$ cat src/rtl/flappy_pkg.sv
// Shared types and field-geometry defaults for the flappy game blocks
// (field, pipe generator, score event generator).
package flappy_pkg;

    localparam int DEF_ROWS     = 16;
    localparam int DEF_COLS     = 16;
    localparam int DEF_BIRD_COL = 2;

    localparam int ROW_W = $clog2(DEF_ROWS);
    localparam int COL_W = $clog2(DEF_COLS);

    typedef enum logic [2:0] {
        IDLE,
        ARMED,
        IN_PIPE,
        GAMEOVER,
        WIN
    } state_t;

endpackage

$ cat src/rtl/score_event_gen_if.sv
// Field-side bundle for the score event generator: bird/pipe/gap positions in,
// score pulse and game status out.
interface score_event_gen_if
    import flappy_pkg::*;
#(
    parameter int ROWS = DEF_ROWS,
    parameter int COLS = DEF_COLS
) ();

    logic                      start;
    logic [$clog2(ROWS)-1:0]   bird_row;
    logic [$clog2(COLS)-1:0]   pipe_col;
    logic [$clog2(ROWS)-1:0]   gap_top;
    logic [$clog2(ROWS)-1:0]   gap_bot;
    logic                      score_inc;
    logic                      game_over;
    logic                      win;
    logic                      running;
    logic [9:0]                pass_count;

    modport master (
        output start, bird_row, pipe_col, gap_top, gap_bot,
        input  score_inc, game_over, win, running, pass_count
    );

    modport slave (
        input  start, bird_row, pipe_col, gap_top, gap_bot,
        output score_inc, game_over, win, running, pass_count
    );

endinterface

$ cat src/rtl/score_event_gen_gap_check.sv
// Combinational test of whether the bird sits inside the pipe gap and
// off the ground row. An inverted gap (top below bottom) means no opening.
module gap_check
    import flappy_pkg::*;
#(
    parameter int ROWS = DEF_ROWS
) (
    input  logic [$clog2(ROWS)-1:0] bird_row,
    input  logic [$clog2(ROWS)-1:0] gap_top,
    input  logic [$clog2(ROWS)-1:0] gap_bot,
    output logic                    safe
);

    localparam int RW = $clog2(ROWS);
    localparam logic [RW-1:0] GROUND = RW'(ROWS - 1);

    assign safe = (gap_top <= gap_bot)
               && (bird_row >= gap_top)
               && (bird_row <= gap_bot)
               && (bird_row != GROUND);

endmodule

$ cat src/rtl/score_event_gen.sv
// Emits one registered score_inc pulse per pipe the bird clears, and freezes
// scoring on a collision (game_over) or on reaching MAX_SCORE (win).
module score_event_gen
    import flappy_pkg::*;
#(
    parameter int ROWS      = DEF_ROWS,
    parameter int COLS      = DEF_COLS,
    parameter int BIRD_COL  = DEF_BIRD_COL,
    parameter int MAX_SCORE = 999
) (
    input  logic              Clock,
    input  logic              RST,
    score_event_gen_if.slave  bus
);

    localparam int RW = $clog2(ROWS);
    localparam int CW = $clog2(COLS);
    localparam logic [RW-1:0] GROUND = RW'(ROWS - 1);
    localparam logic [CW-1:0] BIRD_C = CW'(BIRD_COL);
    localparam logic [9:0]    MAX_C  = 10'(MAX_SCORE);

    state_t     state, next_state;
    logic       safe, at_bird, pass;
    logic       score_inc_q, game_over_q, win_q, running_q;
    logic       score_inc_d, game_over_d, win_d, running_d;
    logic [9:0] pass_count_q, pass_count_d;

    gap_check #(.ROWS(ROWS)) u_gap_check (
        .bird_row (bus.bird_row),
        .gap_top  (bus.gap_top),
        .gap_bot  (bus.gap_bot),
        .safe     (safe)
    );

    assign at_bird = (bus.pipe_col == BIRD_C);
    // Safety only matters while the pipe overlaps the bird; leaving is a pass.
    assign pass    = (state == IN_PIPE) && !at_bird;

    // NOTE: RST is tested first so it overrides a pass detected in the same cycle.
    always_ff @(posedge Clock) begin
        if (RST) begin
            state        <= IDLE;
            score_inc_q  <= 1'b0;
            game_over_q  <= 1'b0;
            win_q        <= 1'b0;
            running_q    <= 1'b0;
            pass_count_q <= '0;
        end else begin
            state        <= next_state;
            score_inc_q  <= score_inc_d;
            game_over_q  <= game_over_d;
            win_q        <= win_d;
            running_q    <= running_d;
            pass_count_q <= pass_count_d;
        end
    end

    // NOTE: next_state is defaulted before the case so no path infers a latch.
    always_comb begin
        next_state = state;
        unique case (state)
            IDLE:    if (bus.start) next_state = ARMED;
            ARMED: begin
                if (bus.bird_row == GROUND) next_state = GAMEOVER;
                else if (at_bird)           next_state = safe ? IN_PIPE : GAMEOVER;
            end
            IN_PIPE: begin
                if (at_bird) begin
                    if (!safe) next_state = GAMEOVER;
                end else begin
                    next_state = (pass_count_q + 10'd1 == MAX_C) ? WIN : ARMED;
                end
            end
            GAMEOVER: next_state = GAMEOVER;
            WIN:      next_state = WIN;
            default:  next_state = IDLE;
        endcase
    end

    // Outputs are derived from the upcoming state so they register in step with it.
    always_comb begin
        score_inc_d  = pass;
        game_over_d  = (next_state == GAMEOVER);
        win_d        = (next_state == WIN);
        running_d    = (next_state == ARMED) || (next_state == IN_PIPE);
        pass_count_d = pass_count_q;
        if (pass && (pass_count_q < MAX_C)) pass_count_d = pass_count_q + 10'd1;
    end

    assign bus.score_inc  = score_inc_q;
    assign bus.game_over  = game_over_q;
    assign bus.win        = win_q;
    assign bus.running    = running_q;
    assign bus.pass_count = pass_count_q;

endmodule

$ cat src/flat_wrapper.sv
// flat-port wrapper written by rule: the top's interface ports become plain ports
module score_event_gen_flat import flappy_pkg::*;
#(
    parameter int ROWS      = DEF_ROWS,
    parameter int COLS      = DEF_COLS,
    parameter int BIRD_COL  = DEF_BIRD_COL,
    parameter int MAX_SCORE = 999
)
  (Clock, RST, bus_start, bus_bird_row, bus_pipe_col, bus_gap_top, bus_gap_bot, bus_score_inc, bus_game_over, bus_win, bus_running, bus_pass_count);
  score_event_gen_if #(.ROWS(ROWS), .COLS(COLS)) bus_i ();
  input  logic Clock;
  input  logic RST;
  input wire logic [$bits(bus_i.start)-1:0] bus_start;
  input wire logic [$bits(bus_i.bird_row)-1:0] bus_bird_row;
  input wire logic [$bits(bus_i.pipe_col)-1:0] bus_pipe_col;
  input wire logic [$bits(bus_i.gap_top)-1:0] bus_gap_top;
  input wire logic [$bits(bus_i.gap_bot)-1:0] bus_gap_bot;
  output wire logic [$bits(bus_i.score_inc)-1:0] bus_score_inc;
  output wire logic [$bits(bus_i.game_over)-1:0] bus_game_over;
  output wire logic [$bits(bus_i.win)-1:0] bus_win;
  output wire logic [$bits(bus_i.running)-1:0] bus_running;
  output wire logic [$bits(bus_i.pass_count)-1:0] bus_pass_count;
  assign bus_i.start = bus_start;
  assign bus_i.bird_row = bus_bird_row;
  assign bus_i.pipe_col = bus_pipe_col;
  assign bus_i.gap_top = bus_gap_top;
  assign bus_i.gap_bot = bus_gap_bot;
  assign bus_score_inc = bus_i.score_inc;
  assign bus_game_over = bus_i.game_over;
  assign bus_win = bus_i.win;
  assign bus_running = bus_i.running;
  assign bus_pass_count = bus_i.pass_count;
  score_event_gen #(.ROWS(ROWS), .COLS(COLS), .BIRD_COL(BIRD_COL), .MAX_SCORE(MAX_SCORE)) u_core (.Clock(Clock), .RST(RST), .bus(bus_i));
endmodule
$ cat config.mk
export PLATFORM = sky130hd
export DESIGN_NAME = score_event_gen_flat
export DESIGN_NICKNAME = d
export VERILOG_FILES = /design/src/rtl/flappy_pkg.sv /design/src/rtl/score_event_gen_if.sv /design/src/rtl/score_event_gen_gap_check.sv /design/src/rtl/score_event_gen.sv /design/src/flat_wrapper.sv
export SDC_FILE = /design/constraint.sdc
export NUM_CORES = 1
export LEC_CHECK = 0
export ABC_AREA = 1
export CORE_MARGIN = 5
export CORE_UTILIZATION = 40
export DETAILED_ROUTE_END_ITERATION = 10
export PLACE_DENSITY_LB_ADDON = 0.25
export SYNTH_ARGS = -nofsm -noshare
export SYNTH_HDL_FRONTEND = slang
export SYNTH_SLANG_ARGS = --single-unit
$ cat constraint.sdc
create_clock -name Clock -period 1.5 [get_ports Clock]
set_input_delay 0.3 -clock Clock [delete_from_list [all_inputs] [get_ports Clock]]
set_output_delay 0.3 -clock Clock [all_outputs]
set_load 0.005 [all_outputs]
# Word level (Yosys, flattened, before mapping)
# Index checks and enable logic that the tools add are counted.
[totals]
ff_bits = 17
output_inout_bits = 14
wordCells = 39
[op_classes]
add_sub_neg = 1
order_cmp = 4
n_eq_ne = 12
mux = 8
n_reduce_logical = 8
[op_table]
columns = ["op", "count"]
rows = [
  ["3-bit 2-to-1 mux", 6],
  ["3-bit case mux with 5 select lines", 1],
  ["3-bit by 2-bit equality test with 1-bit output (second input constant)", 4],
  ["10-bit by 1-bit adder with 10-bit output (second input constant)", 1],
  ["10-bit equality test (second input constant)", 1],
  ["10-bit < comparator (second input constant)", 1],
  ["4-bit <= comparator", 2],
  ["3-bit by 1-bit equality test with 1-bit output (second input constant)", 2],
  ["3-bit equality test (second input constant)", 2],
  ["1-bit logical AND", 5],
  ["4-bit by 2-bit equality test with 1-bit output (second input constant)", 1],
  ["4-bit equality test (second input constant)", 1],
  ["4-bit >= comparator", 1],
  ["4-bit inequality test (second input constant)", 1],
  ["3-bit zero test", 1],
  ["1-bit zero test", 1],
  ["1-bit logical OR", 1],
  ["1-bit 2-to-1 mux", 1],
]

# Longest topological paths before layout
# Gate-level depths: netlist (run 1).
[depth]
ltp_word = 10
ltp_mapped = 15

# By module
# A second synthesis (run 1) with hierarchy kept.
[unflattened]
cells_unflattened = 199
area_unflattened_um2 = 1288.7
[modules_own_cells]
columns = ["mod", "n_inst", "cells_per_inst", "area_each_um2"]
rows = [
  ["score_event_gen", 1, 143, 962.2],
  ["gap_check", 1, 56, 326.6],
]

# Worst setup path before layout (run 1)
# Ideal clock, no wire load.
[synth_timing]
path_kind = "input-to-reg"
from = "input port bus_gap_bot[1]"
to = "register u_core.running_q, in the netlist u_core.bus.running"
setup_ns = 0.130
arrival_time_ns = 1.469
required_ns = 1.370
path_slack_ns = -0.099
cell_stages = 12
path_buffers = 0
path_cell_list = "inv_1 > ha_1 > nand2_1 > nand2_1 > nand2_1 > nand2_1 > a21oi_1 > nand3_1 > a21oi_1 > nand2_1 > nand2_1 > a21oi_2"
[synth_via]
elab_chain_cells = 10
word_cells_on_any_way = 14
[synth_lines]
columns = ["item", "line_no", "text"]
rows = [
  ["from (decl)", "flat_wrapper.sv:17", "input wire logic [$bits(bus_i.gap_bot)-1:0] bus_gap_bot;"],
  ["4-bit <= comparator", "score_event_gen_gap_check.sv:17", "assign safe = (gap_top <= gap_bot)"],
  ["1-bit logical AND", "score_event_gen_gap_check.sv:18", "&& (bird_row >= gap_top)"],
  ["1-bit logical AND (*)", "score_event_gen_gap_check.sv:19", "&& (bird_row <= gap_bot)"],
  ["1-bit logical AND (*)", "score_event_gen_gap_check.sv:20", "&& (bird_row != GROUND);"],
  ["1-bit 2-to-1 mux", "score_event_gen.sv:65", "else if (at_bird) next_state = safe ? IN_PIPE : GAMEOVER;"],
  ["3-bit 2-to-1 mux", "score_event_gen.sv:65", ""],
  ["3-bit 2-to-1 mux", "score_event_gen.sv:64", "if (bus.bird_row == GROUND) next_state = GAMEOVER;"],
  ["3-bit case mux with 5 select lines (*)", "score_event_gen.sv:61", "unique case (state)"],
  ["3-bit by 1-bit equality test with 1-bit output / 3-bit by 2-bit equality test with 1-bit output (equally long branches)", "score_event_gen.sv:85", "running_d = (next_state == ARMED) || (next_state == IN_PIPE);"],
  ["1-bit logical OR (*)", "score_event_gen.sv:85", ""],
  ["to (signal assigned)", "score_event_gen.sv:53", "running_q <= running_d;"],
  ["to (decl)", "score_event_gen.sv:24", "logic score_inc_q, game_over_q, win_q, running_q;"],
]
# Every way passes the cells marked *; elsewhere a longest branch is shown, timed or not.
# A chain may end at the register's enable or synchronous reset.

# Worst setup path in the final report (run 1)
[layout_timing]
from = "input port bus_gap_top[2]"
to = "register u_core.running_q, in the netlist u_core.bus.running"
[layout_via]
elab_chain_cells = 10
word_cells_on_any_way = 14
[layout_lines]
columns = ["item", "line_no", "text"]
rows = [
  ["from (decl)", "flat_wrapper.sv:16", "input wire logic [$bits(bus_i.gap_top)-1:0] bus_gap_top;"],
  ["4-bit <= comparator / 4-bit >= comparator (equally long branches)", "score_event_gen_gap_check.sv:17, score_event_gen_gap_check.sv:18", ""],
  ["1-bit logical AND (*)", "score_event_gen_gap_check.sv:18", ""],
  ["1-bit logical AND (*)", "score_event_gen_gap_check.sv:19", ""],
  ["1-bit logical AND (*)", "score_event_gen_gap_check.sv:20", ""],
  ["1-bit 2-to-1 mux", "score_event_gen.sv:65", ""],
  ["3-bit 2-to-1 mux", "score_event_gen.sv:65", ""],
  ["3-bit 2-to-1 mux", "score_event_gen.sv:64", ""],
  ["3-bit case mux with 5 select lines (*)", "score_event_gen.sv:61", ""],
  ["3-bit by 1-bit equality test with 1-bit output / 3-bit by 2-bit equality test with 1-bit output (equally long branches)", "score_event_gen.sv:85", ""],
  ["1-bit logical OR (*)", "score_event_gen.sv:85", ""],
]
# Marks and branches as above.

==> results.yml, run 1 <==
cells_and_area:
  mostFrequentLayoutCell: "nand2_1"
  area_delta_synth_final_pct: 66.4
  final_cell_mix: "nand2_1 (38), buf_4 (26), inv_1 (25), nor2_1 (15), dlygate4sd2_1 (14)"
  final_nets: 292
  diodes: 0
  drive_gt1_share_pct: 40.7
floorplan:
  core_area_sq_um: 3050
  die_width_um: 66.5
  io_pins: 33
  start_util_pct: 41.8
  die_height_um: 66.5
  die_area_sq_um: 4420
  rows: 20
power_and_ir_drop:
  p_int_uw: 697
  switchingPower_uw: 315
  powerDensity_nw_per_um2: 477
  seqPwrFrac_pct: 45.6
  netSwitchingFraction_pct: 31.1
  p_leak_nw: 1.00
  worst_ir_drop_vdd_mv: 0.361
  combPwrFrac_pct: 28.5
  pwr-share-clk_pct: 26.0
setup_path:
  worst-setup-path-type: "input port to flip-flop"
  worstPathArrival_ps: 1780
  required_ps: 1700
  max_stage_delay_ps: 250
  timing.rr.start: "u_core.bus.pass_count[1]"
  slowest_stage: "dlygate4sd2_1"
  cp-end-kind: "flip-flop"
  path_cells: "dlygate4sd2_1 > buf_6 > ha_4 > nand2_2 > inv_2 > nand2_1 > nand2_1 > a21oi_2 > nand3_4 > a21oi_4 > nand2_2 > nand2_2 > a21oi_2"
  crit_path_start: "bus_gap_top[2]"
  path_common_cell: "nand2_2"
  cp_max_fo: 3
  cp-start-kind: "input port"
detailed_routing:
  viasPerCell: 4.62
  first_iter_violations: 37
  wire_per_inst_um: 11.5
  antenna_violating_nets_post_route: 0
  vias: 1395
  drc: 0
  first_pass_iters: 4
  wirelength_um: 3460
clock_tree:
  clock_tree.root_cell: "clkbuf_4"
  htreeDepth: 1
  cts_tree: "yes"
  clkLatencyLatePin_ps: 300
  clk_pin_slew_ps: 110
  cts_hold_buf: 0
  cts_buffer_depth: 2
  cts-buffers-inserted: 3
  cts_sinks: 17
sta:
  rsz0062_at_grt: "true"
  fin_crit_sh_pct: 105
  fin_crit_ps: 1580
  max_freq_mhz: 635
  slew_headroom_pct: 76.3
  worst_pin_slew_ps: 352
  skew_ps: 6.23
  hold_slack_ps: 534
  setup_slack_ps: -75.3
  setup_violations: 3
  tns_ps: -215
  hold_viol: 0
  slew_violations: 0
run_status:
  violations: "setup timing"
  status: "finished, violations left"
yosys:
  synth_area_sq_um: 1280
  syn_inst: 196
  yosys_warnings: 0
  syn_avg_cell_area_sq_um: 6.51
  syn_nets: 229
  yosys-top-cells-area: "dfxtp_1 (27%), nand2_1 (14%), ha_1 (14%)"
  synth.yosys.seq_area_share_pct: 26.7
  yosysTopAreaCell: "dfxtp_1"
  ys_seq_elements: 17
  synth.distinct_cells: 24
  synth_top_area_share_pct: 26.7
grt:
  grt_pass1_vias: 1365
  grt_use_met3_pct: 3.71
  antenna_found_initial: 0
  overflow: 0
  grt_first_pass_wirelength_um: 5610
  met2_usage_pct: 28.6
  grt_max_degree: 10
  grt_util_all_layers_pct: 16.2
  grtUsageMet1_pct: 19.6
  busiest_layer: "met2"
flow_run:
  max_cap_violations: 0
placement:
  io_buffer_count: 32
  hpwl_um: 2520
  gp_congestion: 0.856
hold_path:
  hold_start: "u_core.bus.pass_count[2]"
  hold_path.class: "flip-flop to flip-flop"
-- worst paths after layout --
kind	endpoint	slack [ps]	depth (start not counted)
worst max-delay path	u_core.bus.running	-80	13
worst min-delay path	u_core.bus.pass_count[2]	530	2
worst max register to register	u_core.bus.running	-70	9
worst min register to register	u_core.bus.pass_count[2]	530	2
-- per-layer routing --
layer | vias to the layer above | share of wire [%]
li1 | 749 | -
met1 | 614 | 43
met2 | 28 | 52
met3 | 4 | 3.6
met4 | 0 | 0.78
met5 | - | 0
-- synth_stat cells, drive strengths merged --
| master | count |
|---|---|
| nand3 | 17 |
| ha | 14 |
| nand4 | 1 |
| nor2 | 24 |
| o21ai | 13 |
| xor2 | 1 |
| a22oi | 1 |
| clkbuf | 1 |
| a211oi | 1 |
| dfxtp | 17 |
| nor3 | 3 |
| nand2 | 49 |
| inv | 38 |
| a21oi | 15 |
| buf | 1 |
-- logic make-up after synthesis --
family	after synthesis	share of synthesized area [%]
AND/OR/NAND/NOR	94	34.6
flip-flops	17	26.7
AO/OA/AOI/OAI	30	12.5
XOR/XNOR	1	0.686
buffers and inverters	40	11.9
adder cells (fa/ha/maj)	14	13.7
-- per-stage QoR --
stage          cell area [sq um]  setup slack, ps  instances  power (mW)  util [%]
2_1_floorplan               1400             1.49        196       0.622         -
3_3_place_gp                1910             -648        290       0.743      62.7
3_5_place_dp                1910             -672        290       0.745      62.7
4_1_cts                     2030            -41.5        300       0.998      66.6
5_1_grt                     2120             -183        302        1.08      69.5
6_report                    2120            -75.3        302        1.01      69.5
-- flip-flops by register name, indices dropped and copies added, names as in the netlist --
signal / flops
u_core.bus.pass_count: 10
u_core.state: 3
u_core.bus.game_over: 1
u_core.bus.running: 1
u_core.bus.score_inc: 1
u_core.bus.win: 1
-- final cells by class --
type,count,area (sq um)
repair buffers,60,505
multi-input cells,139,1020
fillers,286,930
flip-flops and latches,17,368
well taps,44,55.1
inverters,38,148
clock buffers,4,26.3
-- critical path, delay by kind of cell --
kind                       cells  cell delay [ps]
AOI/OAI and AO/OA              3              410
adders and majority gates      1              220
buffers and inverters          3              410
and+or+nand+nor                6              430
-- repair_timing --
| item | 4_1_cts | 5_1_grt |
|---|---|---|
| resized for setup | 47 | 38 |
| cloned | 0 | 0 |
| endpoints found under the setup margin | 15 | 18 |
| buffers inserted | 6 | 2 |
| pin swaps | 14 | 15 |
-- power by group through the flow --
stage	Combinational, mW	Clock, mW	Sequential (mW)
floorplan	0.140	0	0.482
global placement	0.262	0	0.481
detailed placement	0.264	0	0.481
CTS	0.271	0.263	0.464
global route	0.325	0.294	0.462
finish	0.288	0.263	0.461
(Power assumes the default switching activity.)
==> run 2, diff against run 1 <==
--- a/config.mk
+++ b/config.mk
@@ -6,8 +6,10 @@
 export NUM_CORES = 1
 export LEC_CHECK = 0
 export ABC_AREA = 1
+export CELL_PAD_IN_SITES_DETAIL_PLACEMENT = 1
+export CELL_PAD_IN_SITES_GLOBAL_PLACEMENT = 1
 export CORE_MARGIN = 5
-export CORE_UTILIZATION = 40
+export CORE_UTILIZATION = 30
 export DETAILED_ROUTE_END_ITERATION = 10
 export PLACE_DENSITY_LB_ADDON = 0.25
 export SYNTH_ARGS = -nofsm -noshare
==> run 2 against run 1 <==
The flow still finishes with violations (setup timing). Cell area shrank 4.1%. Worst setup slack improved by 40 ps. Critical path depth is 1 lower. Final cell count is 0.66% lower. Largest cell class unchanged. Highest routed layer unchanged.
==> results.yml, run 2 (synthesis results as in run 1) <==
setup_path:
  r2r_cells: 12
  cp_max_fo: 4
  cp-start-kind: "flip-flop"
  worst-setup-path-type: "flip-flop to flip-flop"
  required_ps: 1660
  worstPathArrival_ps: 1690
  crit_path_end: "u_core.bus.game_over"
  crit_path_start: "u_core.bus.pass_count[0]"
  cp-end-kind: "flip-flop"
  timing.rr.start: "u_core.bus.pass_count[0]"
  reg2reg_to: "u_core.bus.game_over"
  reg2reg_slack_ps: -40
detailed_routing:
  first_pass_iters: 2
  wire_per_inst_um: 12.9
  first_iter_violations: 45
  antenna_violating_nets_post_route: 0
  vias: 1394
  viasPerCell: 4.65
  wirelength_um: 3880
  drc: 0
cells_and_area:
  final_core_util_pct: 50.2
  fill_cells: 510
  final_nets: 284
  area_delta_synth_final_pct: 59.6
  mostFrequentLayoutCell: "nand2_1"
  final_cell_mix: "nand2_1 (40), inv_1 (26), buf_4 (19), nor2_1 (17), clkdlybuf4s50_1 (13)"
  diodes: 0
  drive_gt1_share_pct: 39.2
  largest_reg_flops: 10
placement:
  gp_congestion: 0.795
  hpwl_um: 3110
  io_buffer_count: 32
clock_tree:
  cts_buffer_depth: 2
  cts_sinks: 17
  cts_hold_buf: 0
  htreeDepth: 1
  clk_pin_slew_ps: 70
  clkLatencyLatePin_ps: 260
  cts-buffers-inserted: 3
  clock_tree.root_cell: "clkbuf_8"
  cts_tree: "yes"
run_status:
  status: "finished, violations left"
  violations: "setup timing"
sta:
  hold_viol: 0
  setup_violations: 4
  setup_slack_ps: -35.7
  skew_ps: 1.20
  max_freq_mhz: 651
  slew_violations: 0
  fin_crit_sh_pct: 102
  worst_pin_slew_ps: 304
  slew_headroom_pct: 79.7
  rsz0062_at_grt: "true"
  fin_crit_ps: 1540
flow_run:
  max_cap_violations: 0
power_and_ir_drop:
  powerDensity_nw_per_um2: 547
  p_leak_nw: 0.917
  total_power_mw: 1.11
  worst_ir_drop_vdd_mv: 0.469
hold_path:
  hold_path.class: "flip-flop to flip-flop"
floorplan:
  rows: 23
  die_area_sq_um: 5660
  start_util_pct: 31.5
  die_width_um: 75.2
  core_area_sq_um: 4060
  io_pins: 33
  die_height_um: 75.2
grt:
  grt_max_degree: 11
  antenna_found_initial: 0
  grt_first_pass_wirelength_um: 6670
  overflow: 0
  grt_pass1_vias: 1501
  grt_util_all_layers_pct: 15.5
run 2: power by group:
group          internal (mW)  total [mW]  switching (mW)
Combinational          0.137       0.285           0.148
Clock                  0.185       0.363           0.178
Sequential             0.457       0.465         0.00807
Total                  0.779        1.11           0.334
run 2: metal layers:
| metal | global-route usage, % | vias up | share of wire, % |
|---|---|---|---|
| li1 | - | 729 | - |
| met1 | 17.9 | 646 | 44 |
| met2 | 28.7 | 15 | 52 |
| met3 | 3.20 | 4 | 2.6 |
| met4 | 4.08 | 0 | 0.98 |
| met5 | 0 | - | 0 |
run 2: worst min-delay path by stage:
| stage | start | end | cells past startpoint |
|---|---|---|---|
| finish | u_core.bus.pass_count[4] | u_core.bus.pass_count[4] | 2 |
| global route | u_core.bus.pass_count[2] | u_core.bus.pass_count[2] | 2 |
| global placement | u_core.bus.pass_count[4] | u_core.bus.pass_count[4] | 2 |
| CTS | u_core.bus.pass_count[4] | u_core.bus.pass_count[4] | 2 |
| floorplan | u_core.bus.pass_count[6] | u_core.bus.pass_count[6] | 2 |
| detailed placement | u_core.bus.pass_count[4] | u_core.bus.pass_count[4] | 2 |
run 2: worst max-delay path, stage by stage, from the launching register on:
cell     delay, ps
dfxtp_4        380
ha_4           160
nand2_2         80
nor2_4         100
nand2_1         60
nand2_1         80
nand2_2         80
nor2_2          90
nand3_2        110
nand3_2        100
nand2_2         70
inv_2           80
nor3_2          40
run 2: layout make-up:
class                      count  area, sq um  share of cell area (%)
multi-input combinational    139          991                    48.6
inverter                      38          150                    7.37
timing repair buffer          52          425                    20.9
tap                           50         62.6                    3.07
clock buffer                   3         41.3                    2.03
sequential                    17          362                    17.8
clock inverter                 1         5.00                   0.246
run 2: repair_timing:
| item | 4_1_cts | 5_1_grt |
|---|---|---|
| endpoints found under the setup margin | 20 | 16 |
| pin swaps | 14 | 16 |
| setup buffers | 1 | 1 |
| resized for setup | 46 | 37 |
run 2: through the flow:
stage / cell area (sq um) / instances / setup slack, ps / hold WS (ps) / setup TNS [ps]
floorplan: 1400 / 196 / 1.49 / 494 / 0
global route: 2040 / 300 / -129 / 589 / -659
CTS: 2010 / 299 / -68.2 / 538 / -325
global placement: 1910 / 294 / -651 / 558 / -5680
finish: 2040 / 300 / -35.7 / 546 / -98.0
detailed placement: 1910 / 294 / -702 / 553 / -6350
==> run 3, diff against run 2 <==
--- a/config.mk
+++ b/config.mk
@@ -9,9 +9,10 @@
 export CELL_PAD_IN_SITES_DETAIL_PLACEMENT = 1
 export CELL_PAD_IN_SITES_GLOBAL_PLACEMENT = 1
 export CORE_MARGIN = 5
-export CORE_UTILIZATION = 30
+export CORE_UTILIZATION = 36
 export DETAILED_ROUTE_END_ITERATION = 10
 export PLACE_DENSITY_LB_ADDON = 0.25
+export RECOVER_POWER = 50
 export SYNTH_ARGS = -nofsm -noshare
 export SYNTH_HDL_FRONTEND = slang
 export SYNTH_SLANG_ARGS = --single-unit
==> constraint.sdc (replaced) <==
create_clock -name Clock -period 1.9 [get_ports Clock]
set_input_delay 0.38 -clock Clock [delete_from_list [all_inputs] [get_ports Clock]]
set_output_delay 0.38 -clock Clock [all_outputs]
set_load 0.005 [all_outputs]
==> run 3 against run 2 <==
The run now ends clean. Sequential power decreased by 20%. Combinational power fell by 18%. Worst setup slack better by 140 ps. Routed wire length increased by 16%. Hold slack worse by 1.2 ps. Via count rose by 2.4%. Critical endpoint is now u_core.bus.running.
==> results.yml, run 3 (synthesis results as in run 1) <==
run_status:
  status: "finished, final reports clean"
grt:
  overflow: 0
  grt_util_all_layers_pct: 16.7
  grt_first_pass_wirelength_um: 6560
  grt_max_degree: 12
  grt_pass1_vias: 1479
  antenna_found_initial: 0
clock_tree:
  clk_pin_slew_ps: 100
  cts_sinks: 17
  clkLatencyLatePin_ps: 290
  htreeDepth: 1
  cts_buffer_depth: 2
  cts_tree: "yes"
  clock_tree.root_cell: "clkbuf_4"
  cts-buffers-inserted: 3
placement:
  io_buffer_count: 32
  gp_congestion: 0.817
  hpwl_um: 3110
  dp.cells: 280
  place_area_sq_um: 1710
cells_and_area:
  final_area_sq_um: 1920
  stdcell_count: 285
  area_delta_synth_final_pct: 50.4
  fill_cells: 434
  largest_reg_flops: 10
  drive_gt1_share_pct: 21.8
  final_nets: 273
  mostFrequentLayoutCell: "nand2_1"
  diodes: 0
  final_cell_mix: "nand2_1 (45), inv_1 (29), nor2_1 (19), dfxtp_1 (16), clkdlybuf4s50_1 (14)"
detailed_routing:
  vias: 1427
  drc: 0
  first_iter_violations: 60
  wire_per_inst_um: 15.8
  viasPerCell: 5.01
  antenna_violating_nets_post_route: 0
  first_pass_iters: 4
  wirelength_um: 4500
setup_path:
  worstPathArrival_ps: 1990
  cp-end-kind: "flip-flop"
  worst-setup-path-type: "input port to flip-flop"
  timing.rr.start: "u_core.bus.pass_count[0]"
  slowest_stage: "clkdlybuf4s50_1"
  cp_max_fo: 3
  cp-start-kind: "input port"
  r2r_cells: 12
  reg2reg_to: "u_core.bus.running"
  required_ps: 2100
  max_stage_delay_ps: 450
  reg2reg_slack_ps: 160
  path_cells: "clkdlybuf4s50_1 > nor2_1 > nand2_1 > inv_1 > clkbuf_4 > nor2_1 > nand2_1 > a21oi_1 > inv_1 > nand3_2 > a21oi_2"
power_and_ir_drop:
  p_leak_nw: 0.928
  worst_ir_drop_vdd_mv: 0.447
  powerDensity_nw_per_um2: 419
sta:
  worst_pin_slew_ps: 358
  skew_ps: 4.34
  max_freq_mhz: 558
  fin_crit_sh_pct: 94.3
  setup_violations: 0
  slew_violations: 0
  fin_crit_ps: 1790
  hold_viol: 0
  slew_headroom_pct: 75.9
floorplan:
  die_width_um: 69.5
  die_height_um: 69.5
  core_area_sq_um: 3390
  rows: 21
  die_area_sq_um: 4840
  io_pins: 33
  start_util_pct: 37.7
hold_path:
  hold_end: "u_core.bus.pass_count[6]"
  hold_path.class: "flip-flop to flip-flop"
  hold_depth: 2
  hold_start: "u_core.bus.pass_count[6]"
flow_run:
  max_cap_violations: 0
==> run 3: cell count changes in the layout (fill, tap and decap cells not counted), moves of 6 or more <==
cell / before / now
clkbuf_2: 7 / 1
dlygate4sd3_1: 0 / 6
buf_4: 19 / 5
dfxtp_1: 8 / 16
dlymetal6s2s_1: 0 / 10
nand2_2: 9 / 3
==> run 3: through the flow <==
step | util [%] | hold WS [ps] | worst slack (ps) | TNS [ps] | total power, mW
CTS | 52.5 | 544 | 1.53 | 0 | 0.784
finish | 56.6 | 544 | 109 | 0 | 0.804
global placement | 50.3 | 507 | -360 | -1560 | 0.557
detailed placement | 50.3 | 527 | -419 | -1770 | 0.567
global route | 56.6 | 592 | -47.1 | -47.2 | 0.849
floorplan | - | 494 | 221 | 0 | 0.475
==> run 3: worst max path at each step <==
| stage | startpoint | end | slack, ps | cells past startpoint |
|---|---|---|---|---|
| final | bus_pipe_col[3] | u_core.bus.running | 110 | 11 |
| after global routing | bus_pipe_col[1] | u_core.bus.pass_count[5] | -50 | 10 |
| after CTS | bus_gap_bot[1] | u_core.state[0] | 2 | 14 |
| after detailed placement | bus_gap_bot[3] | u_core.bus.running | -420 | 13 |
| after global placement | bus_gap_bot[3] | u_core.bus.running | -360 | 13 |
| after floorplan | bus_gap_bot[1] | u_core.bus.running | 220 | 12 |
==> run 3: final cells by class <==
cell class              instances  area (sq um)  share of cell area (%)
clock buffers                   4          26.3                    1.37
inverters                      38           143                    7.43
well taps                      46          57.6                    3.00
multi-input cells             139           936                    48.8
flip-flops and latches         17           342                    17.8
repair buffers                 41           415                    21.6
==> run 3: per-layer routing <==
metal  track usage (%)  routed length (um)  vias up
li1                  -                   -      706
met1              19.0                1810      691
met2              28.8                2470       28
met3              5.22                 199        2
met4              6.51                  29        0
met5                 0                   0        -
==> run 3: what timing repair did <==
item,in CTS,in global routing
hold buffers,0,0
endpoints found under the hold margin,0,0
setup buffers,1,0
endpoints found under the setup margin,3,5
cloned,0,0
pin swaps,7,8
gates resized for setup,9,34
==> run 3: power by group <==
group	leakage, nW	internal [mW]	switching [mW]	total, mW
Clock	0.0150	0.0817	0.117	0.199
Combinational	0.775	0.109	0.124	0.233
Sequential	0.138	0.365	0.00718	0.372
==> run 3: worst max-delay path: cells and delay by family <==
kind | cells | cell delay (ps)
and+or+nand+nor | 5 | 400
AOI/OAI and AO/OA | 2 | 350
buffers and inverters | 4 | 860
